### config.mk
export PLATFORM = sky130hd
export DESIGN_NAME = alu_issue_ctrl
export DESIGN_NICKNAME = d
export VERILOG_FILES = /design/src/rtl/alu_issue_ctrl.sv
export SDC_FILE = /design/constraint.sdc
export NUM_CORES = 1
export LEC_CHECK = 0
export ABC_AREA = 1
export ABC_CLOCK_PERIOD_IN_PS = 3200
export CORE_MARGIN = 2
export CORE_UTILIZATION = 43
export CTS_CLUSTER_SIZE = 20
export DETAILED_ROUTE_END_ITERATION = 7
export PLACE_DENSITY_LB_ADDON = 0.25
export SKIP_CTS_REPAIR_TIMING = 1
export SLEW_MARGIN = 0
export SYNTH_ARGS = -nofsm -noshare
export SYNTH_HDL_FRONTEND = slang
export SYNTH_SLANG_ARGS = --single-unit
export TNS_END_PERCENT = 1
### constraint.sdc
create_clock -name clk -period 3.2 [get_ports clk]
set_clock_uncertainty 0.2 [all_clocks]
set_input_delay 0.64 -clock clk [delete_from_list [all_inputs] [get_ports clk]]
set_output_delay 0.64 -clock clk [all_outputs]
set_load 0.01 [all_outputs]
### src/rtl/alu_issue_ctrl.sv
// alu_issue_ctrl: decodes ALU control fields into an operation code and
// issues it through a valid/ready handshake. Single-cycle ops appear one
// edge after accept; multiply/divide ops wait MUL_LAT/DIV_LAT edges.
// Optional feature: define ALU_MEXT_EN to enable M-extension decode with
// the BUSY state and latency counter; without it f7=0000001 is illegal.
module alu_issue_ctrl #(
   parameter int unsigned OP_W    = 5,
   parameter int unsigned MUL_LAT = 2,
   parameter int unsigned DIV_LAT = 8
) (
   input  logic            clk,
   input  logic            reset_n,
   input  logic            flush,
   input  logic            in_valid,
   output logic            in_ready,
   input  logic [1:0]      alu_op,
   input  logic [6:0]      funct7,
   input  logic [2:0]      funct3,
   input  logic            is_imm,
   output logic            out_valid,
   input  logic            out_ready,
   output logic [OP_W-1:0] operation,
   output logic            illegal,
   output logic            busy
);

   localparam logic [6:0] F7_BASE = 7'b0000000;
   localparam logic [6:0] F7_ALT  = 7'b0100000;

   // Reject parameter values the decode and counter cannot represent.
   if (OP_W < 4 || MUL_LAT < 1 || MUL_LAT > 15 || DIV_LAT < 1 || DIV_LAT > 15) begin : g_param_check
      $error("alu_issue_ctrl: parameter out of range");
   end

`ifdef ALU_MEXT_EN
   localparam logic [6:0] F7_MEXT = 7'b0000001;
   localparam logic [3:0] MUL_CNT = 4'(int'(MUL_LAT) - 2);
   localparam logic [3:0] DIV_CNT = 4'(int'(DIV_LAT) - 2);
   localparam logic       MUL_LONG = (MUL_LAT >= 2);
   localparam logic       DIV_LONG = (DIV_LAT >= 2);

   typedef enum logic [1:0] {IDLE, BUSY, HOLD} state_t;
   logic [3:0] cnt_q, cnt_d;
   logic       dec_long;
   logic [3:0] dec_cnt;
`else
   typedef enum logic {IDLE, HOLD} state_t;
`endif

   state_t          state_q, state_d;
   logic [OP_W-1:0] op_q, op_d;
   logic            ill_q, ill_d;
   logic [3:0]      rt_code, code;
   logic            rt_ill, dec_ill;
   logic [OP_W-1:0] dec_op;
   logic            accept;

   // R/I-type decode with funct7 legality; f3=011 has no code and is rejected.
   always_comb begin
      rt_code = 4'b0000;
      rt_ill  = 1'b0;
      case (funct3)
         3'b000: begin
            rt_code = (!is_imm && funct7 == F7_ALT) ? 4'b0011 : 4'b0010;
            rt_ill  = !is_imm && !(funct7 == F7_BASE || funct7 == F7_ALT);
         end
         3'b001: begin
            rt_code = 4'b0101;
            rt_ill  = (funct7 != F7_BASE);
         end
         3'b010: begin
            rt_code = 4'b0111;
            rt_ill  = !is_imm && (funct7 != F7_BASE);
         end
         3'b011: rt_ill = 1'b1;
         3'b100: begin
            rt_code = 4'b0100;
            rt_ill  = !is_imm && (funct7 != F7_BASE);
         end
         3'b101: begin
            rt_code = (funct7 == F7_ALT) ? 4'b1001 : 4'b0110;
            rt_ill  = !(funct7 == F7_BASE || funct7 == F7_ALT);
         end
         3'b110: begin
            rt_code = 4'b0001;
            rt_ill  = !is_imm && (funct7 != F7_BASE);
         end
         default: begin
            rt_code = 4'b0000;
            rt_ill  = !is_imm && (funct7 != F7_BASE);
         end
      endcase
   end

   // Top-level decode: select by alu_op, zero operation on illegal encodings.
   always_comb begin
      code    = 4'b0000;
      dec_ill = 1'b0;
      case (alu_op)
         2'b00: code = 4'b0010;
         2'b01: begin
            case (funct3)
               3'b000:  code = 4'b1000;
               3'b001:  code = 4'b1010;
               3'b100:  code = 4'b1011;
               3'b101:  code = 4'b1100;
               default: dec_ill = 1'b1;
            endcase
         end
         2'b10: begin
            code    = rt_code;
            dec_ill = rt_ill;
         end
         default: code = 4'b0000;
      endcase
      dec_op = '0;
      if (!dec_ill) dec_op[3:0] = code;
`ifdef ALU_MEXT_EN
      dec_long = 1'b0;
      dec_cnt  = funct3[2] ? DIV_CNT : MUL_CNT;
      if (alu_op == 2'b10 && funct7 == F7_MEXT && !is_imm) begin
         dec_ill      = 1'b0;
         dec_op       = '0;
         dec_op[4]    = 1'b1;
         dec_op[2:0]  = funct3;
         dec_long     = funct3[2] ? DIV_LONG : MUL_LONG;
      end
`endif
   end

   assign in_ready  = reset_n && !flush &&
                      (state_q == IDLE || (state_q == HOLD && out_ready));
   assign accept    = in_valid && in_ready;
   assign out_valid = (state_q == HOLD);
   assign operation = op_q;
   assign illegal   = ill_q;
`ifdef ALU_MEXT_EN
   assign busy      = (state_q == BUSY);
`else
   assign busy      = 1'b0;
`endif

   // Next-state: flush wins; accept (which already excludes flush) loads a new op.
   always_comb begin
      state_d = state_q;
      op_d    = op_q;
      ill_d   = ill_q;
`ifdef ALU_MEXT_EN
      cnt_d   = cnt_q;
`endif
      if (flush) begin
         state_d = IDLE;
`ifdef ALU_MEXT_EN
         cnt_d   = '0;
`endif
      end else if (accept) begin
         op_d    = dec_op;
         ill_d   = dec_ill;
         state_d = HOLD;
`ifdef ALU_MEXT_EN
         if (dec_long) begin
            state_d = BUSY;
            cnt_d   = dec_cnt;
         end
`endif
      end else begin
         case (state_q)
`ifdef ALU_MEXT_EN
            BUSY: begin
               if (cnt_q == '0) state_d = HOLD;
               else             cnt_d   = cnt_q - 4'd1;
            end
`endif
            HOLD:    if (out_ready) state_d = IDLE;
            default: state_d = state_q;
         endcase
      end
   end

   // State, held operation and latency counter registers.
   always_ff @(posedge clk or negedge reset_n) begin
      if (!reset_n) begin
         state_q <= IDLE;
         op_q    <= '0;
         ill_q   <= 1'b0;
`ifdef ALU_MEXT_EN
         cnt_q   <= '0;
`endif
      end else begin
         state_q <= state_d;
         op_q    <= op_d;
         ill_q   <= ill_d;
`ifdef ALU_MEXT_EN
         cnt_q   <= cnt_d;
`endif
      end
   end

endmodule

==> flow_summary.toml <==
[timing]
timing.hold.ws_ps = 276
setup_viol = 0
final.period_utilization_pct = 87.6
period_minus_slack_ps = 2800
finalSetupTns_ps = 0
rsz0062_at_grt = "false"
hold_viol = 0
fmaxAchievable_mhz = 357
slew_violations = 0

[critical_path]
startpoint_type = "primary input"
worst_r2r_endpoint = "operation[2]$_DFFE_PN0P_"
ff2ff_setup_slack_ps = 1580
cp.arrival_ps = 1960
crit_type = "in2out"
critical_path.endpoint_type = "primary output"
r2r_cells = 8
r2r-start = "out_valid$_DFF_PN0_"
cp.required_ps = 2360
cp_max_fo = 2
crit_end = "in_ready"
cp-startpoint = "reset_n"

[synthesis]
yosysUniqueCellTypes = 19
ys_ff_latch = 6
synthTopCellsByCount = "nand2_1, nor2_1, inv_1"
ys_async_sr_fraction_pct = 100
synthCells = 100
synthTopCellsByArea = "dfrtp_1, nand2_1, nor2_1"
syn_area_per_cell_sq_um = 6.13
synth_top_area_share_pct = 24.5
synth_area_sq_um = 613
synth_edf_count = 0
yosysTopAreaCell = "dfrtp_1"
yosys_warnings = 0
synth_most_common_cell = "nand2_1"
synth-seq-area-share_pct = 24.5
synth_flop_cell = "dfrtp_1"

[power]
vdd_ir_drop_max_uv = 186
leakage_uw = 0.000433
pwr-share-seq_pct = 34.7
share_comb_of_total_power_pct = 35.5
power_density_mw_per_mm2 = 280
switching_power_uw = 76.7
p_clk_share_pct = 29.8
intPower_uw = 173
swShare_pct = 30.8

[die]
rows = 13
core_area_sq_mm = 0.00132
dieWidth_um = 41.8
die_area_sq_mm = 0.00174
num_io_pins = 27
initial_core_util_pct = 46.5
die_h_um = 41.8

[final_layout]
synthToLayoutAreaGrowth_pct = 45.3
finalInstanceArea_sq_um = 891
fill_cells = 122
drive_above_1_share_pct = 13.4
antennaDiodeCount = 0
finish.net_count = 151

[global_route]
grt-ovfl-total = 0
grt_pass1_vias = 642
antenna_found_initial = 0
grt_pass1_wl_um = 2650
grt_max_degree = 8
grtUsageTotal_pct = 19.2

[clock_tree]
cts_sinks = 6
clockBufferDepth = 2
clk_pin_slew_ps = 50
worstSkewPairLatency_ps = 250
tritoncts = "done"
cts_htree_levels = 1
clockRootBuffer = "clkbuf_4"
cts_buffers = 3

[hold_path]
hold_depth = 2
worstHoldPathType = "reg2reg"

[drt]
drcViolationCount = 0
num_vias = 660
first_pass_iters = 4
drt_iter0_markers = 25
via_per_inst = 4.65
wl_per_cell_um = 10.2
wl_um = 1460
ant_nets = 0

[placed_design]
place_area_sq_um = 868
io_buffers = 24
gp_congestion = 0.861
dpl.hpwl_um = 1240

[job]
max_cap_violations = 0

[run_status]
status = "finished, final reports clean"
## cell usage in the layout (no fill, tap or decap)
cell              n
a21boi_0          1
a21oi_1           4
a21oi_2           2
buf_4             1
clkbuf_4          3
clkdlybuf4s50_1  24
conb_1            2
dfrtp_1           6
ha_1              4
inv_1            11
inv_2             3
nand2_1          31
nand2_2           4
nand3_1           8
nor2_1           15
nor2_2            1
nor2_4            1
nor3_1            1
nor3b_2           1
o21ai_0           3
or2_4             1
## critical path, stage by stage
cell,delay [ps]
clkdlybuf4s50_1,510
nor3b_2,240
clkdlybuf4s50_1,570
## state kept, by name, summed over array words and instances, names as in the netlist
register / cells
illegal: 1
out_valid: 1
operation: 4
## layout make-up
cell class	count	area (sq um)	share of cell area, %
Multi-Input combinational cell	79	399	44.8
Timing Repair Buffer	25	248	27.8
Sequential cell	6	150	16.9
Inverter	14	52.6	5.90
Clock buffer	3	22.5	2.53
Tap cell	15	18.8	2.11
## power groups by stage
stage,registers [uW],clock network (uW),logic (uW)
floorplan,91.2,0,37.7
global placement,87.7,0,86.2
CTS,86.6,74.2,89.2
detailed placement,87.8,0,88.8
finish,86.5,74.3,88.5
global route,87.7,79.6,98.5
## stage by stage
| stage | util, % | power (uW) | cells | setup slack [ps] |
|---|---|---|---|---|
| 2_1_floorplan | - | 129 | 101 | 1370 |
| 3_3_place_gp | 65.9 | 174 | 139 | 447 |
| 3_5_place_dp | 65.9 | 177 | 139 | 391 |
| 4_1_cts | 67.6 | 250 | 142 | 387 |
| 5_1_grt | 67.6 | 266 | 142 | 352 |
| 6_report | 67.6 | 249 | 142 | 398 |
## kinds of logic (layout without fill, tap and decap cells)
family,count (synthesis),count (layout),share of synthesized area (%)
adders and majority gates,4,4,8.16
AOI/OAI and AO/OA,10,10,9.80
DFF,6,6,24.5
and+or+nand+nor,63,63,45.9
other,1,2,0.612
buffers and inverters,16,42,11.0
## worst min path at each step
stage / startpoint / endpoint / slack, ps
floorplan: reset_n / illegal$_DFFE_PN0P_ / 140
global placement: operation[0]$_DFFE_PN0P_ / operation[0]$_DFFE_PN0P_ / 260
detailed placement: operation[2]$_DFFE_PN0P_ / operation[2]$_DFFE_PN0P_ / 260
CTS: operation[2]$_DFFE_PN0P_ / operation[2]$_DFFE_PN0P_ / 280
global route: operation[1]$_DFFE_PN0P_ / operation[1]$_DFFE_PN0P_ / 320
finish: operation[0]$_DFFE_PN0P_ / operation[0]$_DFFE_PN0P_ / 280
## metal layers
layer,part of all wire [%],routed length (um),vias to the layer above,global-route usage (%)
met1,42,618,277,22.7
met2,51,742,24,33.4
li1,-,-,357,-
met5,0,0,-,0
met4,0.69,10,0,9.03
met3,5.8,84,2,3.04
Note: power is estimated with default switching activity, not from simulation.
